[src/rtl/fir_result_reader.sv]
// ---------------------------------------------------------------------------
// fir_result_reader
//
// Sweeps the direct-form and transposed-form FIR output memories in lockstep,
// streams every address / word pair over a valid/ready handshake, flags words
// where the two filter results differ and reports an overall pass/fail.
//
// Parameters
//   START_ADDR : first word address read (0..255)
//   COUNT      : number of words read (1..256)
//   DW         : memory data width
//
// Ports
//   clk, rst          : clock, synchronous active-high reset
//   start             : one-cycle sweep request (honoured in IDLE or DONE)
//   busy, done, pass  : sweep status; pass valid while done
//   mem_ra, mem_ca    : row / column address (addr[7:2], addr[1:0])
//   mem_nce, mem_nwrt : active-low chip / write enable (never writes)
//   dod, dot          : read data from direct / transposed memory
//   out_valid/ready   : result handshake
//   out_addr, out_direct, out_trans, out_mismatch : presented word
//   mismatch_cnt      : number of accepted mismatching words
// ---------------------------------------------------------------------------
module fir_result_reader #(
    parameter int START_ADDR = 0,
    parameter int COUNT      = 256,
    parameter int DW         = 22
) (
    input  logic          clk,
    input  logic          rst,
    input  logic          start,
    output logic          busy,
    output logic          done,
    output logic          pass,
    output logic [5:0]    mem_ra,
    output logic [1:0]    mem_ca,
    output logic          mem_nce,
    output logic          mem_nwrt,
    input  logic [DW-1:0] dod,
    input  logic [DW-1:0] dot,
    output logic          out_valid,
    input  logic          out_ready,
    output logic [7:0]    out_addr,
    output logic [DW-1:0] out_direct,
    output logic [DW-1:0] out_trans,
    output logic          out_mismatch,
    output logic [8:0]    mismatch_cnt
);

    localparam logic [7:0] FIRST_ADDR = 8'(START_ADDR);
    localparam logic [8:0] LAST_WORD  = 9'(COUNT - 1);

    typedef enum logic [2:0] {
        S_IDLE,
        S_READ,
        S_CAPTURE,
        S_PRESENT,
        S_DONE
    } state_t;

    state_t          state_reg, state_next;
    logic [7:0]      addr_reg, addr_next;
    logic [8:0]      word_reg, word_next;
    logic [8:0]      mm_cnt_reg, mm_cnt_next;
    logic [7:0]      out_addr_reg, out_addr_next;
    logic [DW-1:0]   out_direct_reg, out_direct_next;
    logic [DW-1:0]   out_trans_reg, out_trans_next;
    logic            out_mm_reg, out_mm_next;

    // Per-bit difference of the two memory words; any set bit is a mismatch.
    logic [DW-1:0]   diff_bits;
    logic            word_differs;

    generate
        for (genvar gi = 0; gi < DW; gi++) begin : g_diff
            assign diff_bits[gi] = dod[gi] ^ dot[gi];
        end
    endgenerate

    assign word_differs = |diff_bits;

    always_ff @(posedge clk) begin
        if (rst) begin
            state_reg      <= S_IDLE;
            addr_reg       <= '0;
            word_reg       <= '0;
            mm_cnt_reg     <= '0;
            out_addr_reg   <= '0;
            out_direct_reg <= '0;
            out_trans_reg  <= '0;
            out_mm_reg     <= 1'b0;
        end else begin
            state_reg      <= state_next;
            addr_reg       <= addr_next;
            word_reg       <= word_next;
            mm_cnt_reg     <= mm_cnt_next;
            out_addr_reg   <= out_addr_next;
            out_direct_reg <= out_direct_next;
            out_trans_reg  <= out_trans_next;
            out_mm_reg     <= out_mm_next;
        end
    end

    always_comb begin
        state_next      = state_reg;
        addr_next       = addr_reg;
        word_next       = word_reg;
        mm_cnt_next     = mm_cnt_reg;
        out_addr_next   = out_addr_reg;
        out_direct_next = out_direct_reg;
        out_trans_next  = out_trans_reg;
        out_mm_next     = out_mm_reg;

        case (state_reg)
            S_IDLE, S_DONE: begin
                // Presented word fields are kept from the last sweep until
                // the next capture overwrites them.
                if (start) begin
                    addr_next   = FIRST_ADDR;
                    word_next   = '0;
                    mm_cnt_next = '0;
                    state_next  = S_READ;
                end
            end
            S_READ: begin
                state_next = S_CAPTURE;
            end
            S_CAPTURE: begin
                // Read data belongs to the address issued in the READ cycle,
                // which addr_reg still holds.
                out_direct_next = dod;
                out_trans_next  = dot;
                out_addr_next   = addr_reg;
                out_mm_next     = word_differs;
                state_next      = S_PRESENT;
            end
            S_PRESENT: begin
                if (out_ready) begin
                    if (out_mm_reg) begin
                        mm_cnt_next = mm_cnt_reg + 9'd1;
                    end
                    if (word_reg == LAST_WORD) begin
                        state_next = S_DONE;
                    end else begin
                        addr_next  = addr_reg + 8'd1;   // wraps modulo 256
                        word_next  = word_reg + 9'd1;
                        state_next = S_READ;
                    end
                end
            end
            default: begin
                state_next = S_IDLE;
            end
        endcase
    end

    assign busy         = (state_reg == S_READ) || (state_reg == S_CAPTURE) ||
                          (state_reg == S_PRESENT);
    assign done         = (state_reg == S_DONE);
    assign pass         = done && (mm_cnt_reg == 9'd0);
    assign out_valid    = (state_reg == S_PRESENT);
    assign mem_nce      = (state_reg != S_READ);
    assign mem_nwrt     = 1'b1;
    assign mem_ra       = addr_reg[7:2];
    assign mem_ca       = addr_reg[1:0];
    assign out_addr     = out_addr_reg;
    assign out_direct   = out_direct_reg;
    assign out_trans    = out_trans_reg;
    assign out_mismatch = out_mm_reg;
    assign mismatch_cnt = mm_cnt_reg;

endmodule

[config.mk]
export PLATFORM = sky130hd
export DESIGN_NAME = fir_result_reader
export DESIGN_NICKNAME = d
export VERILOG_FILES = /design/src/rtl/fir_result_reader.sv
export SDC_FILE = /design/constraint.sdc
export NUM_CORES = 1
export LEC_CHECK = 0
export ABC_AREA = 1
export BUFFER_PORTS_ARGS = -buffer_cell sky130_fd_sc_hd__buf_4
export CELL_PAD_IN_SITES_DETAIL_PLACEMENT = 1
export CELL_PAD_IN_SITES_GLOBAL_PLACEMENT = 1
export CORE_ASPECT_RATIO = 1.4
export CORE_MARGIN = 2
export CORE_UTILIZATION = 37
export DETAILED_ROUTE_END_ITERATION = 10
export PLACE_DENSITY = 0.86
export SETUP_SLACK_MARGIN = 0.3
export SYNTH_ARGS = -nofsm -noshare
export SYNTH_HDL_FRONTEND = slang
export SYNTH_SLANG_ARGS = --single-unit
[constraint.sdc]
create_clock -name clk -period 2.74 [get_ports clk]
set_input_delay 0.137 -clock clk [delete_from_list [all_inputs] [get_ports clk]]
set_output_delay 0.137 -clock clk [all_outputs]
set_load 0.01 [all_outputs]
Word level (Yosys, flattened, before mapping)
Cells that the tools add are included.

operators by class
  equality and inequality tests = 10
  add/sub/neg operators = 3
  reduce and logical (&&, ||, !) cells = 11
  bitwise operators = 22
  mux-type cells = 15

operators with widths
  kind                 count
  $mux 9               5
  $pmux 9 s2           2
  $mux 8               3
  $reduce_or 22->1     1
  $xor 1x1->1          22
  $add 9x1->9 const B  2
  $pmux 8 s2           1
  $pmux 3 s4           1
  $eq 9x8->1 const B   1
  $logic_not 9->1      1
  $mux 3               3
  $add 8x1->8 const B  1
  $reduce_and 4->1     2
  $eq 3x2->1 const B   2
  $ne 2x1->1 const B   2
  $ne 2x2->1 const B   2
  $eq 3x1->1 const B   1
  $eq 3x3->1 const B   1
  $logic_not 3->1      1
  $ne 3x1->1 const B   1
  $logic_or 1x1->1     2
  $reduce_and 2->1     1
  $reduce_bool 2->1    1
  $reduce_or 2->1      1
  $logic_and 1x1->1    1

word-level totals
  output and inout bits = 76
  logic and storage cells = 69
  input bits = 48
  bits in registers = 82

Logic depth before layout (Yosys ltp)
Gate-level depths: netlist (run 1).

  depth after elaboration = 4
  mapped depth = 13
  mapped depth without buffers = 13

Worst setup path after synthesis (run 1)
No wires, ideal clock.

  path type = register to register
  start = register word_reg[0]
  end = register addr_reg[2]
  buffers on the path = 1
  period minus slack after synthesis = 1.658 ns
  data required time = 2.670 ns
  setup slack = 1.082 ns
  cell stages (with the launch flop) = 13
  data arrival time = 1.588 ns
  path through = dfxtp_1 > ha_1 > nand2_1 > inv_1 > nand2_1 > nor2_1 > ha_1 > nand2_1 > nand2_1 > nor2_2 > buf_6 > nand2_1 > a21oi_1

between the ends
  word-level cells in the longest chain between the ends = 3

ends and longest elaborated chain
  what                               RTL line  source
  start: declaration                 63        logic [8:0] word_reg, word_next;
  start signal: assignment           95        word_reg <= word_next;
  $eq 9x8->1                         142       if (word_reg == LAST_WORD) begin
  $ne 2x2->1 (no source line)        -
  $reduce_and 4->1 (no source line)  -
  end signal: assignment             94        addr_reg <= addr_next;
  end: declaration                   62        logic [7:0] addr_reg, addr_next;

Every way passes these cells.
A chain may end at the register's enable or synchronous reset.

Final worst setup path (run 1)
  start = register word_reg[0]
  end = register addr_reg[3]

The elaborated chain is that of the path after synthesis.

==> flow_summary.yaml, run 1 <==
power:
  comb_power_share_pct: 24.0
  internal_power_mw: 2.358
  ir_drop_mv: 0.3159
  p_switching_mw: 1.102
  swShare_pct: 31.84
  powerDensity_nw_per_um2: 684.2
  pwr-share-clk_pct: 35.9
  power_leakage_nw: 2.407
  seqPwrFrac_pct: 40.2
yosys:
  syn_area_um2: 3742
  yosysTopAreaCellShare_pct: 43.86
  synth_seq_cells: 82
  syn-num-nets: 606
  synthTopCellsByArea: "dfxtp_1 44%, nand2_1 15%, a21oi_1 10%"
  synthCells: 553
  yosys_warnings: 0
  synth_area_per_cell_um2: 6.767
  synth_cell_types: 28
  yosys.area.top_type: "dfxtp_1"
  yosysSeqAreaShare_pct: 43.86
place:
  hpwl_mm: 9.048
  numPortBuffers: 122
  pre_cts_ws_ns: 0.5356
  dp_cells: 791
  place.gp.congestion: 0.7966
  dpl_cell_area_um2: 4750
floorplan:
  start_util_pct: 37.80
  rows: 43
  dieArea_um2: 10950
  die_h_um: 123.0
  io_pins: 124
  fp.coreArea_um2: 9899
  die_x_um: 89.00
setup_path:
  critPathMaxFanout: 12
  crit_family: "simple AND/OR/NAND/NOR gates"
  crit_path_frequent_cell: "nand2_1"
  path_class: "reg2reg"
  cp-end-kind: "register"
  slowest_stage: "dfxtp_1"
  reg2regPathDepth: 12
  cp_num_buf_inv: 2
  crit_cells: 12
  worstPathArrival_ns: 2.38
  critical_path_required_ns: 3.01
  worstPathCellList: "ha_1 -> nand2_1 -> inv_1 -> nand2_1 -> nor2_1 -> ha_1 -> nand2_1 -> nand2_1 -> inv_1 -> nand2_1 -> o21ai_0 -> nor2_1"
  start_kind: "register"
  max_stage_delay_ns: 0.38
layout:
  fin_area_um2: 5056
  n_antenna_cell: 0
  drive_gt1_share_pct: 21.88
  final_util_pct: 51.07
  area_growth_pct: 35.11
  nets: 720
  fin_cells: 807
sta:
  setup_viol: 0
  finalCritPeriodShare_pct: 77.06
  post-route-min-period_ns: 2.111
  setup_tns_ns: 0
  rsz0062_at_grt: "no"
  setup_ws_ns: 0.6285
  clock.fmax_ghz: 0.4736
  fin_skew_ns: 0.01101
  drv_slew: 0
  hold_viol: 0
drt:
  dr.pass1.iters: 4
  post-route-drc-count: 0
  vias: 3960
  vias_per_cell: 4.907
  routedWlPerCell_um: 14.88
  drt_iter0_markers: 140
  totalWireLength_mm: 12.01
  ant_nets: 0
clock_tree:
  cts_made_buffers: 9
  clock_sinks: 82
  clk_latency_ns: 0.34
  cts_tree: "yes"
  ctsRootBufferMaster: "clkbuf_16"
  path_clk_slew_ns: 0.07
  cts_hold_buf: 0
  cts_buffer_depth: 2
  cts-htree-levels: 3
grt:
  grt_pass1_wl_mm: 19.35
  grt.overflow.total: 0
  grt_pass1_vias: 4186
  grt_max_degree: 74
  antenna_found_initial: 0
  grt_usage_pct: 22.62
worst_hold_path:
  hold_depth: 3
  min_path_type: "in2reg"
outcome:
  outcome: "completed"
job:
  maxCapViolCount: 0
[synth_stat cells, drive strengths merged]
library cell and instances:
ha 5, nand3b 1, clkbuf 10, o21ai 46, a41oi 1, a31oi 1, nand2 150, dfxtp 82
nand4 1, nor3 3, nor2 62, nor4 1, conb 1, clkinv 1, nand3 24, xor2 3
xnor2 3, inv 68, buf 13, and3 1, a21oi 76
[per-stage QoR]
stage / power, mW / hold WS [ns]
finish: 3.459 / 0.06343
global route: 3.639 / 0.07045
CTS: 3.488 / 0.05314
detailed placement: 2.245 / 0.4062
global placement: 2.200 / 0.3947
floorplan: 1.866 / 0.2808
[worst reg2reg max path: cells and delay by family (launching register included)]
family / cells / cell delay (ns)
DFF: 1 / 0.38
adders and majority gates: 2 / 0.38
AOI/OAI and AO/OA: 1 / 0.18
and+or+nand+nor: 7 / 0.95
buffers and inverters: 2 / 0.16
[kinds of logic after synthesis]
kind of cell	synth area share [%]
simple gates	26.11
flops	43.86
other cells	0.1002
buf+inv	10.13
compound gates	16.72
fa+ha+maj	1.672
xor+xnor	1.404
[routing by layer]
metal | track usage, % | share of wire, % | up-vias
met3 | 7.410 | 5.9 | 15
li1 | - | - | 1972
met1 | 24.86 | 39 | 1878
met5 | 0 | 0 | -
met2 | 40.39 | 53 | 95
met4 | 7.463 | 1.8 | 0
[path summary, 6_finish.rpt]
kind	slack, ns	startpoint	end
worst max-delay path	0.63	word_reg[0]	addr_reg[3]
worst max register to register	0.63	word_reg[0]	addr_reg[3]
worst min-delay path	0.06	dot[19]	out_trans[19]
worst min register to register	0.47	word_reg[8]	word_reg[8]
[layout by cell type, fill, tap and decap left out, types with 5 or more instances in the layout]
cell,netlist,final
o21ai_0,46,46
nand3_1,24,24
ha_1,5,5
dfxtp_1,82,82
nor2_1,60,60
inv_1,67,67
a21oi_1,76,76
nand2_1,148,148
buf_4,2,125
clkbuf_16,0,9
[power groups by stage]
stage	registers, mW	logic, mW	clock network, mW
final	1.39	0.830	1.24
after global routing	1.40	0.924	1.31
after CTS	1.39	0.837	1.26
after detailed placement	1.41	0.832	0
after global placement	1.41	0.795	0
after floorplan	1.45	0.412	0
[area by class of cell]
| class | instances | area, µm² |
|---|---|---|
| fillers | 1303 | 4843 |
| multi-input cells | 379 | 1727 |
| flip-flops and latches | 82 | 1642 |
| repair buffers | 126 | 958.4 |
| inverters | 69 | 259.0 |
| clock buffers | 9 | 225.2 |
| well taps | 135 | 168.9 |
| clock inverters | 7 | 76.32 |
[what timing repair did]
| item | in CTS | in global routing |
|---|---|---|
| buffers inserted | 0 | 0 |
| endpoints found under the hold margin | 0 | 0 |
| setup endpoints to repair | 0 | 1 |
| resized for setup | 0 | 1 |
No activity file was read; power rests on OpenSTA's default activity.
==> inputs of run 2 (changes only) <==
- CORE_UTILIZATION: 37 -> 35
- PLACE_DENSITY: 0.86 -> 0.82
- clock period: 2.74 -> 2.1 ns (I/O delays scaled with it)
==> flow_summary.yaml, run 2 (same netlist as run 1, synthesis figures left out) <==
setup_path:
  slowest_stage: "dfxtp_4"
  crit_path_frequent_cell: "nand2_1"
  path_class: "reg2reg"
  reg2regPathDepth: 14
  cp_num_buf_inv: 2
  worstPathCellList: "ha_4 -> nand2_2 -> inv_2 -> nand2_1 -> nor2_1 -> ha_2 -> nand2_2 -> nand2_4 -> nor2_4 -> buf_6 -> nand2_1 -> nand2_1 -> nand2_1 -> nor2_1"
  rrSetupSlack_ns: 0.37
  rr_startpoint: "word_reg[0]"
  start_kind: "register"
  critical_path_required_ns: 2.38
  cp-end-kind: "register"
  crit_family: "simple AND/OR/NAND/NOR gates"
  worstPathArrival_ns: 2.00
  max_stage_delay_ns: 0.36
  critPathMaxFanout: 8
  worstReg2RegEnd: "addr_reg[5]"
clock_tree:
  cts-htree-levels: 3
  clock_sinks: 82
  cts_buffer_depth: 2
  clk_latency_ns: 0.33
  cts_hold_buf: 0
  ctsRootBufferMaster: "clkbuf_16"
  cts_made_buffers: 9
  cts_tree: "yes"
  path_clk_slew_ns: 0.06
grt:
  grt-busiest-layer: "met2"
  grtUsageMet1_pct: 22.09
  grt_pass1_wl_mm: 18.80
  grt_pass1_vias: 4026
  grt_usage_pct: 19.93
  grt.overflow.total: 0
  grt_use_met2_pct: 37.02
  use_met3_pct: 5.998
  antenna_found_initial: 0
  grt_max_degree: 94
place:
  place.gp.congestion: 0.8400
  dpl_cell_area_um2: 4783
  dp_cells: 798
  numPortBuffers: 122
  hpwl_mm: 8.591
  pre_cts_ws_ns: 0.1038
power:
  seqPwrFrac_pct: 38.7
  power_leakage_nw: 2.480
  p_switching_mw: 1.438
  comb_power_share_pct: 25.1
  internal_power_mw: 3.244
  ir_drop_mv: 0.5173
  powerDensity_nw_per_um2: 893.5
  swShare_pct: 30.70
  pwr-share-clk_pct: 36.1
sta:
  setup_ws_ns: 0.3742
  setup_tns_ns: 0
  post-route-min-period_ns: 1.726
  hold_viol: 0
  finalCritPeriodShare_pct: 82.18
  drv_slew: 0
  rsz0062_at_grt: "yes"
  clock.fmax_ghz: 0.5795
  setup_viol: 0
  fin_skew_ns: 0.006164
drt:
  ant_nets: 0
  drt_iter0_markers: 72
  dr.pass1.iters: 4
  vias: 3978
  post-route-drc-count: 0
  routedWlPerCell_um: 14.45
  totalWireLength_mm: 11.87
  vias_per_cell: 4.845
layout:
  n_antenna_cell: 0
  nets: 731
  layout_commonest_cell: "nand2_1"
  drive_gt1_share_pct: 26.06
  final_cell_mix: "141 x nand2_1, 133 x buf_4, 79 x dfxtp_1"
  area_growth_pct: 40.02
  fill_cells: 1365
  fin_cells: 821
  fin_area_um2: 5240
  final_util_pct: 50.36
worst_hold_path:
  min_path_type: "in2reg"
  hold_depth: 3
  holdPathEnd: "out_direct[19]"
  hold_start: "dod[19]"
floorplan:
  rows: 44
  die_x_um: 91.39
  die_h_um: 126.4
  start_util_pct: 35.97
  fp.coreArea_um2: 10410
  dieArea_um2: 11550
  io_pins: 124
job:
  maxCapViolCount: 0
outcome:
  outcome: "completed"
## run 2: worst min-delay path: stages
cell and delay, ns:
buf_4 0.08, inv_1 0.04, a21oi_1 0.10
## run 2: metal layers
metal  vias to the layer above  part of all wire [%]  routed length [µm]
met5                         -                     0                   0
met4                         0                   1.1                 133
met3                         9                   5.5                 648
met2                        95                    53                6292
met1                      1875                    40                4791
li1                       1999                     -                   -
## run 2: worst max path at each step
| stage | from | end | slack (ns) | cells past startpoint |
|---|---|---|---|---|
| final | word_reg[0] | addr_reg[5] | 0.37 | 14 |
| after global routing | word_reg[0] | word_reg[2] | 0.24 | 12 |
| after floorplan | word_reg[0] | addr_reg[2] | 0.44 | 12 |
| after global placement | word_reg[0] | addr_reg[3] | 0.22 | 13 |
| after CTS | word_reg[0] | addr_reg[5] | 0.30 | 14 |
| after detailed placement | word_reg[0] | word_reg[6] | 0.10 | 13 |
## run 2: cell type report
class	instances	area, µm²	share of cell area (%)
multi-input combinational	381	1812	34.57
sequential	82	1648	31.45
timing repair buffer	135	1030	19.65
inverter	69	259.0	4.943
clock buffer	10	229.0	4.370
tap	138	172.7	3.295
clock inverter	6	90.09	1.719
## run 2: repair_timing
| item | 4_1_cts | 5_1_grt |
|---|---|---|
| pin swaps | 0 | 9 |
| endpoints found under the setup margin | 21 | 23 |
| gates resized for setup | 7 | 23 |
| gates cloned | 0 | 3 |
| setup buffers | 0 | 4 |
## run 2: stage by stage
step                      hold slack [ns]  power (mW)
after floorplan                    0.2488       2.434
after global placement             0.3631       2.895
after detailed placement           0.3768       2.936
after CTS                         0.02006       4.666
after global routing              0.03451       4.924
final                             0.03390       4.682
## run 2: power by group through the flow
| stage | combinational (mW) | sequential [mW] | clock (mW) |
|---|---|---|---|
| floorplan | 0.538 | 1.90 | 0 |
| global placement | 1.06 | 1.83 | 0 |
| detailed placement | 1.10 | 1.84 | 0 |
| CTS | 1.12 | 1.81 | 1.73 |
| global route | 1.29 | 1.83 | 1.80 |
| finish | 1.18 | 1.81 | 1.69 |
